<file path="src/rtl/ir_fetch_sequencer.sv">
// Instruction fetch sequencer: pulls a 16-bit instruction as two bytes (LSB, then MSB)
// into the instruction register, with a memory wait watchdog and a completed-fetch counter.
module ir_fetch_sequencer #(
    parameter int WAIT_LIMIT = 15,
    parameter int CNT_W      = 8
) (
    input  logic             Clock,
    input  logic             Reset,
    input  logic             Start,
    input  logic             Halt,
    input  logic             Flush,
    input  logic             MemReady,
    input  logic             DecodeAck,
    output logic             MemRead,
    output logic             IR_Write,
    output logic             IR_LH,
    output logic             PC_Inc,
    output logic             InstrValid,
    output logic             FetchErr,
    output logic [CNT_W-1:0] FetchCount,
    output logic [2:0]       FsmState
);

    typedef enum logic [2:0] {
        IDLE    = 3'd0,
        FETCH_L = 3'd1,
        FETCH_H = 3'd2,
        VALID   = 3'd3,
        ERROR   = 3'd4
    } state_t;

    localparam int WAIT_W = (WAIT_LIMIT < 2) ? 1 : $clog2(WAIT_LIMIT + 1);
    localparam logic [WAIT_W-1:0] WAIT_LAST = WAIT_W'(WAIT_LIMIT - 1);

    state_t             state_reg, state_next;
    logic [WAIT_W-1:0]  wait_reg, wait_next;
    logic [CNT_W-1:0]   count_reg, count_next;
    logic               mem_read_reg, ir_lh_reg, instr_valid_reg, fetch_err_reg;
    logic               byte_accept;

    always_comb begin
        state_next = state_reg;
        wait_next  = wait_reg;
        count_next = count_reg;
        if (Flush) begin
            state_next = IDLE;
            wait_next  = '0;
        end else begin
            case (state_reg)
                IDLE: begin
                    if (Start && !Halt)
                        state_next = FETCH_L;
                end
                FETCH_L, FETCH_H: begin
                    // Halt is deliberately not looked at here: a started instruction always completes.
                    if (MemReady) begin
                        wait_next = '0;
                        if (state_reg == FETCH_L) begin
                            state_next = FETCH_H;
                        end else begin
                            state_next = VALID;
                            count_next = count_reg + CNT_W'(1);
                        end
                    end else if (wait_reg == WAIT_LAST) begin
                        state_next = ERROR;
                        wait_next  = '0;
                    end else begin
                        wait_next = wait_reg + WAIT_W'(1);
                    end
                end
                VALID: begin
                    if (DecodeAck)
                        state_next = (Start && !Halt) ? FETCH_L : IDLE;
                end
                ERROR: begin
                    state_next = ERROR;
                end
                default: begin
                    state_next = IDLE;
                    wait_next  = '0;
                end
            endcase
        end
    end

    // Per-state outputs are registered from the next state so they change with the state itself.
    always_ff @(posedge Clock or negedge Reset) begin
        if (!Reset) begin
            state_reg       <= IDLE;
            wait_reg        <= '0;
            count_reg       <= '0;
            mem_read_reg    <= 1'b0;
            ir_lh_reg       <= 1'b0;
            instr_valid_reg <= 1'b0;
            fetch_err_reg   <= 1'b0;
        end else begin
            state_reg       <= state_next;
            wait_reg        <= wait_next;
            count_reg       <= count_next;
            mem_read_reg    <= (state_next == FETCH_L) || (state_next == FETCH_H);
            ir_lh_reg       <= (state_next == FETCH_H);
            instr_valid_reg <= (state_next == VALID);
            fetch_err_reg   <= (state_next == ERROR);
        end
    end

    // The IR must latch the byte on the very edge it is accepted, so this path stays combinational.
    assign byte_accept = mem_read_reg && MemReady && !Flush;

    assign MemRead    = mem_read_reg;
    assign IR_Write   = byte_accept;
    assign PC_Inc     = byte_accept;
    assign IR_LH      = ir_lh_reg;
    assign InstrValid = instr_valid_reg;
    assign FetchErr   = fetch_err_reg;
    assign FetchCount = count_reg;
    assign FsmState   = state_reg;

endmodule

</file>
<file path="config.mk">
export PLATFORM = sky130hd
export DESIGN_NAME = ir_fetch_sequencer
export DESIGN_NICKNAME = d
export VERILOG_FILES = /design/src/rtl/ir_fetch_sequencer.sv
export SDC_FILE = /design/constraint.sdc
export NUM_CORES = 1
export LEC_CHECK = 0
export CORE_UTILIZATION = 45
export DETAILED_ROUTE_END_ITERATION = 8
export DONT_BUFFER_PORTS = 1
export PLACE_DENSITY = 0.58
export SLEW_MARGIN = 20
export SYNTH_ARGS = -nofsm -noshare
export SYNTH_HDL_FRONTEND = slang
export SYNTH_SLANG_ARGS = --single-unit
</file>
<file path="constraint.sdc">
create_clock -name Clock -period 1.3 [get_ports Clock]
set_input_delay 0.13 -clock Clock [delete_from_list [all_inputs] [get_ports Clock]]
set_output_delay 0.13 -clock Clock [all_outputs]
set_load 0.03 [all_outputs]
</file>
Word-level counts from Yosys, hierarchy flattened. Cells that the tools add are included.

Muxes and demuxes: 12. Bitwise operators: 2. Add/subtract/negate cells: 2. Eq/ne operators: 10. Reduce and logical (&&, ||, !) cells: 10.

Operators with widths (count): $mux 3 (5); $eq 3x2->1 const B (4); $mux 4 (3); $pmux 3 s4 (1); $add 8x1->8 const B (1); $pmux 4 s2 (1); $eq 3x1->1 const B (2); $eq 3x3->1 const B (2); $add 4x1->4 const B (1); $eq 4x4->1 const B (1); $reduce_and 4->1 (1); $logic_and 1x1->1 (3); $logic_not 3->1 (1); $reduce_or 3->1 (1); $logic_not 1->1 (2); $mux 1 (2); $ne 2x1->1 const B (1); $not 1->1 (2); $reduce_or 2->1 (1); $logic_or 1x1->1 (1).

Output and inout bits: 17. Logic and storage cells: 43. Register bits: 19. Input bits: 7.

Logic depth before layout (Yosys ltp).
Depth after elaboration: 8. Mapped depth: 6. Mapped depth without buffers: 6.

Worst setup path after synthesis. OpenSTA, ideal clock, no wires.

Path kind: register -> register. Start: reg state_reg[2], in the netlist FsmState[2]. End: reg count_reg[5], in the netlist FetchCount[5]. Required time: 1.166 ns. Setup time: 0.134 ns. Path buffers: 1. Arrival: 1.348 ns. Slack: -0.182 ns. Stages on the path, launching flop included: 6. Period minus slack after synthesis: 1.482 ns. Path through: dfrtp_1 clkbuf_2 nor3b_4 and3_4 nand4_1 xnor2_1.

Cells in the longest elaborated chain, start to end: 3. Elaborated cells on any way between the ends: 5. Those cells by class: eq/ne (2); bitwise (1); reduce/logical (2).

Ends and longest elaborated chain: from (decl) (RTL line 35) `state_t state_reg, state_next;`; from (signal assigned) (RTL line 97) `state_reg <= state_next;`; $eq 3x1->1 or $eq 3x2->1 (tied branches) (RTL line 49, 58); $reduce_or 2->1 or $not 1->1 (tied branches); $reduce_and 4->1 (no line) (*); to (signal assigned) (RTL line 99) `count_reg <= count_next;`; to (decl) (RTL line 37) `logic [CNT_W-1:0] count_reg, count_next;`.

Every way passes the cells marked *; elsewhere a longest branch is shown, timed or not. A chain may end at the register's enable or synchronous reset.

Worst setup path in the final report.
Start: reg wait_reg[0]. End: reg instr_valid_reg, in the netlist InstrValid.

Cells in the longest elaborated chain, start to end: 6.

Ends and longest elaborated chain: from (decl) (RTL line 36) `logic [WAIT_W-1:0] wait_reg, wait_next;`; from (signal assigned) (RTL line 98) `wait_reg <= wait_next;`; $eq 4x4->1 (RTL line 64) `end else if (wait_reg == WAIT_LAST) begin`; $mux 3 (RTL line 64); $mux 3 (RTL line 56) `if (MemReady) begin`; $pmux 3 s4 (RTL line 49) `case (state_reg)`; $mux 3 (RTL line 45) `if (Flush) begin`; net state_next[1] (RTL line 35); $eq 3x2->1 (RTL line 102) `instr_valid_reg <= (state_next == VALID);`; to (signal assigned) (RTL line 102); to (decl) (RTL line 38) `logic mem_read_reg, ir_lh_reg, instr_valid_reg, fetch_err_reg;`.

The timed path passes the listed nets, and every way through them passes these cells.

==> results.md <==
* Max VDD drop at 1.01 mV
* Fin crit period at 1.40 ns
* Dpl cell area at 1180 um^2
* Status: finished with violations
* Pleak at 0.580 nW
* WS Path Type: reg2reg
* Maxcap violations at 0
* CTS max path bufs at 2
* Syn avg cell area at 10.8 um^2
* # setup viols final at 9
* Final Max Slew Viols at 0
* Vias per cell at 5.33
* Worst setup EP type: flop
* Post-route ant nets at 0
* Period utilization at 1.08
* Vias in the first global route at 730
* Vias after detailed routing at 757
* CTS tree: done
* Req. time, crit path at 1.49 ns
* Post-Syn Area at 983 um^2
* GP Congestion at 0.810
* Clock sink count at 19
* Initial antenna violation count at 0
* DIE HEIGHT at 48.8 um
* Antenna Cells at 0
* Drt total wl at 2000 um
* Hold_ws at 0.0318 ns
* Ports at 24
* CP max FO at 2
* Post-Syn Instances at 91
* Number of I/O port buffers at 0
* Max FFs per register at 8
* Die footprint at 2380 um^2
* Failing checks: setup timing
* Nets at 126
* Ys Warns at 0
* Startpoint types: flop
* Cell area power density at 1060 nW/um^2
* WP data arrival at 1.60 ns
* Area Growth Syn to Fin at 31.7%
* DR iter-0 viols at 6
* Post-DP HPWL at 1380 um
* Cell variety after synth at 34
* Seq/Total Area, Yosys at 0.483
* Standard-cell rows at 16
* Hold Vio Cnt, Final at 0
* DR DRC count at 0
* Core Area at 2000 um^2
* First-pass GRT wire length at 3280 um
* Layout cells sized above 1 at 0.409
* Yosys reg bits at 19
* Largest net degree at the start of global routing at 20
* Cell area after layout at 1290 um^2
* Worst Max-Slew Pin Slew at 0.828 ns
* Relative slew margins at 0.446
* Dominant synthesized flop cell: dfrtp_1
* Clock Latency Late Sink at 0.30 ns
* Fraction of registers with async set/reset at 1.00
* Die Wd at 48.8 um
* Syn Nets at 101
* RSZ-0062 raised after global routing: yes
* Cts bufs inserted at 3
* Wire per inst at 14.1 um
* Initial cell density of the core at 0.491
* 1st-pass router iterations at 4
* Clock root buffer: clkbuf_4
* Final worst slack at -0.103 ns
* Worst Hold Class: in2reg
* Clk pin slew, worst setup/hold paths at 0.11 ns
* Total Routing Usage GR at 0.182
* Final Skew at 0.00445 ns
* Total gr overflow at 0
* H-tree Lvls at 1
* Fmax at 713 MHz
* Number of synthesized flops with an enable pin at 0
[cell usage after synthesis (2+ instances only)]
| cell type | count | area (um^2) |
|---|---|---|
| nand3b_1 | 2 | 15.0 |
| nor2_1 | 5 | 18.8 |
| ha_1 | 3 | 37.5 |
| nor2b_1 | 3 | 18.8 |
| buf_6 | 2 | 22.5 |
| nand2_1 | 6 | 22.5 |
| buf_4 | 2 | 15.0 |
| nand3_1 | 3 | 15.0 |
| inv_1 | 2 | 7.51 |
| a21oi_1 | 2 | 10.0 |
| o21ai_0 | 2 | 10.0 |
| dfrtp_1 | 19 | 475 |
| o21bai_1 | 3 | 22.5 |
| a32oi_1 | 2 | 17.5 |
| xnor2_1 | 8 | 70.1 |
| nand2b_1 | 2 | 12.5 |
| a22oi_1 | 2 | 15.0 |
| nor3_1 | 4 | 20.0 |
| nand4_1 | 3 | 18.8 |
| and2_1 | 2 | 12.5 |
[per-stage QoR]
| step | power [W] | utilization | TNS, ns | setup slack, ns | instances |
|---|---|---|---|---|---|
| after floorplan | 0.000922 | - | -0.644 | -0.125 | 91 |
| final | 0.00137 | 0.647 | -0.345 | -0.103 | 142 |
| after CTS | 0.00135 | 0.624 | -0.207 | -0.0642 | 141 |
| after global routing | 0.00144 | 0.647 | -1.44 | -0.165 | 142 |
| after detailed placement | 0.00102 | 0.589 | -0.177 | -0.104 | 135 |
| after global placement | 0.00102 | 0.589 | -0.0512 | -0.0260 | 135 |
[logic make-up after synthesis]
group	synth area share
buf+inv	0.0509
compound gates	0.0992
mux	0.0114
simple gates	0.246
fa+ha+maj	0.0382
flops	0.483
xor+xnor	0.0712
[repair_timing]
item / in CTS / in global routing
hold buffers: 2 / 0
pin swaps: 4 / 8
buffers inserted: 0 / 1
resized for setup: 4 / 7
endpoints found under the setup margin: 7 / 16
hold endpoints to repair: 25 / 0
[per-layer routing]
| metal | GRT usage | up-vias | wire length (um) |
|---|---|---|---|
| li1 | - | 368 | - |
| met1 | 0.240 | 372 | 916 |
| met3 | 0.0314 | 4 | 53 |
| met2 | 0.296 | 13 | 995 |
| met4 | 0.0735 | 0 | 34 |
| met5 | 0 | - | 0 |
[placed cells by master, fill, tap and decap left out, types with 2 or more instances in the layout]
master	synthesis	layout
a32oi_2	0	2
dfrtp_2	0	3
nand2b_1	2	2
and2_1	2	2
dlygate4sd3_1	0	2
nand2_1	6	5
ha_1	3	2
clkbuf_4	0	3
nor2_1	5	5
o21bai_1	3	3
buf_4	2	21
o21ai_0	2	2
nand4_1	3	3
nand3b_1	2	2
nand3_1	3	2
xnor2_1	8	6
xnor2_2	0	2
inv_1	2	2
nor3_2	0	2
dfrtp_1	19	16
nor2b_1	3	3
nor3_1	4	2
[worst max-delay path, stage by stage, from the launching register on]
cell and delay [ns]:
dfrtp_1 0.39, inv_1 0.06, ha_2 0.20, nand4b_1 0.18
a32oi_2 0.23, nor3_1 0.10, nor2b_1 0.14
[final timing paths]
kind,end,slack [ns],startpoint,cells past startpoint
max,InstrValid$_DFF_PN0_,-0.10,wait_reg[0]$_DFFE_PN0P_,6
min,wait_reg[0]$_DFFE_PN0P_,0.03,Flush,3
max reg2reg,InstrValid$_DFF_PN0_,-0.10,wait_reg[0]$_DFFE_PN0P_,6
min reg2reg,FetchCount[5]$_DFFE_PN0P_,0.55,FetchCount[5]$_DFFE_PN0P_,1
max in group asynchronous,FsmState[2]$_DFF_PN0_,0.38,Reset,1
min in group asynchronous,FetchErr$_DFF_PN0_,0.36,Reset,1
[where the power goes]
| group | internal (W) | leakage (nW) | switching, W |
|---|---|---|---|
| sequential | 0.000637 | 0.256 | 0.0000580 |
| combinational | 0.000172 | 0.308 | 0.000198 |
| clock | 0.000120 | 0.0150 | 0.000183 |
| total | 0.000928 | 0.580 | 0.000440 |
[final cells by class]
class	instances	area [um^2]
clock buffer	4	26.3
timing repair buffer	25	209
multi-input combinational	65	539
fill	175	707
inverter	2	7.51
sequential	19	479
tap	27	33.8
(Power assumes the default switching activity.)
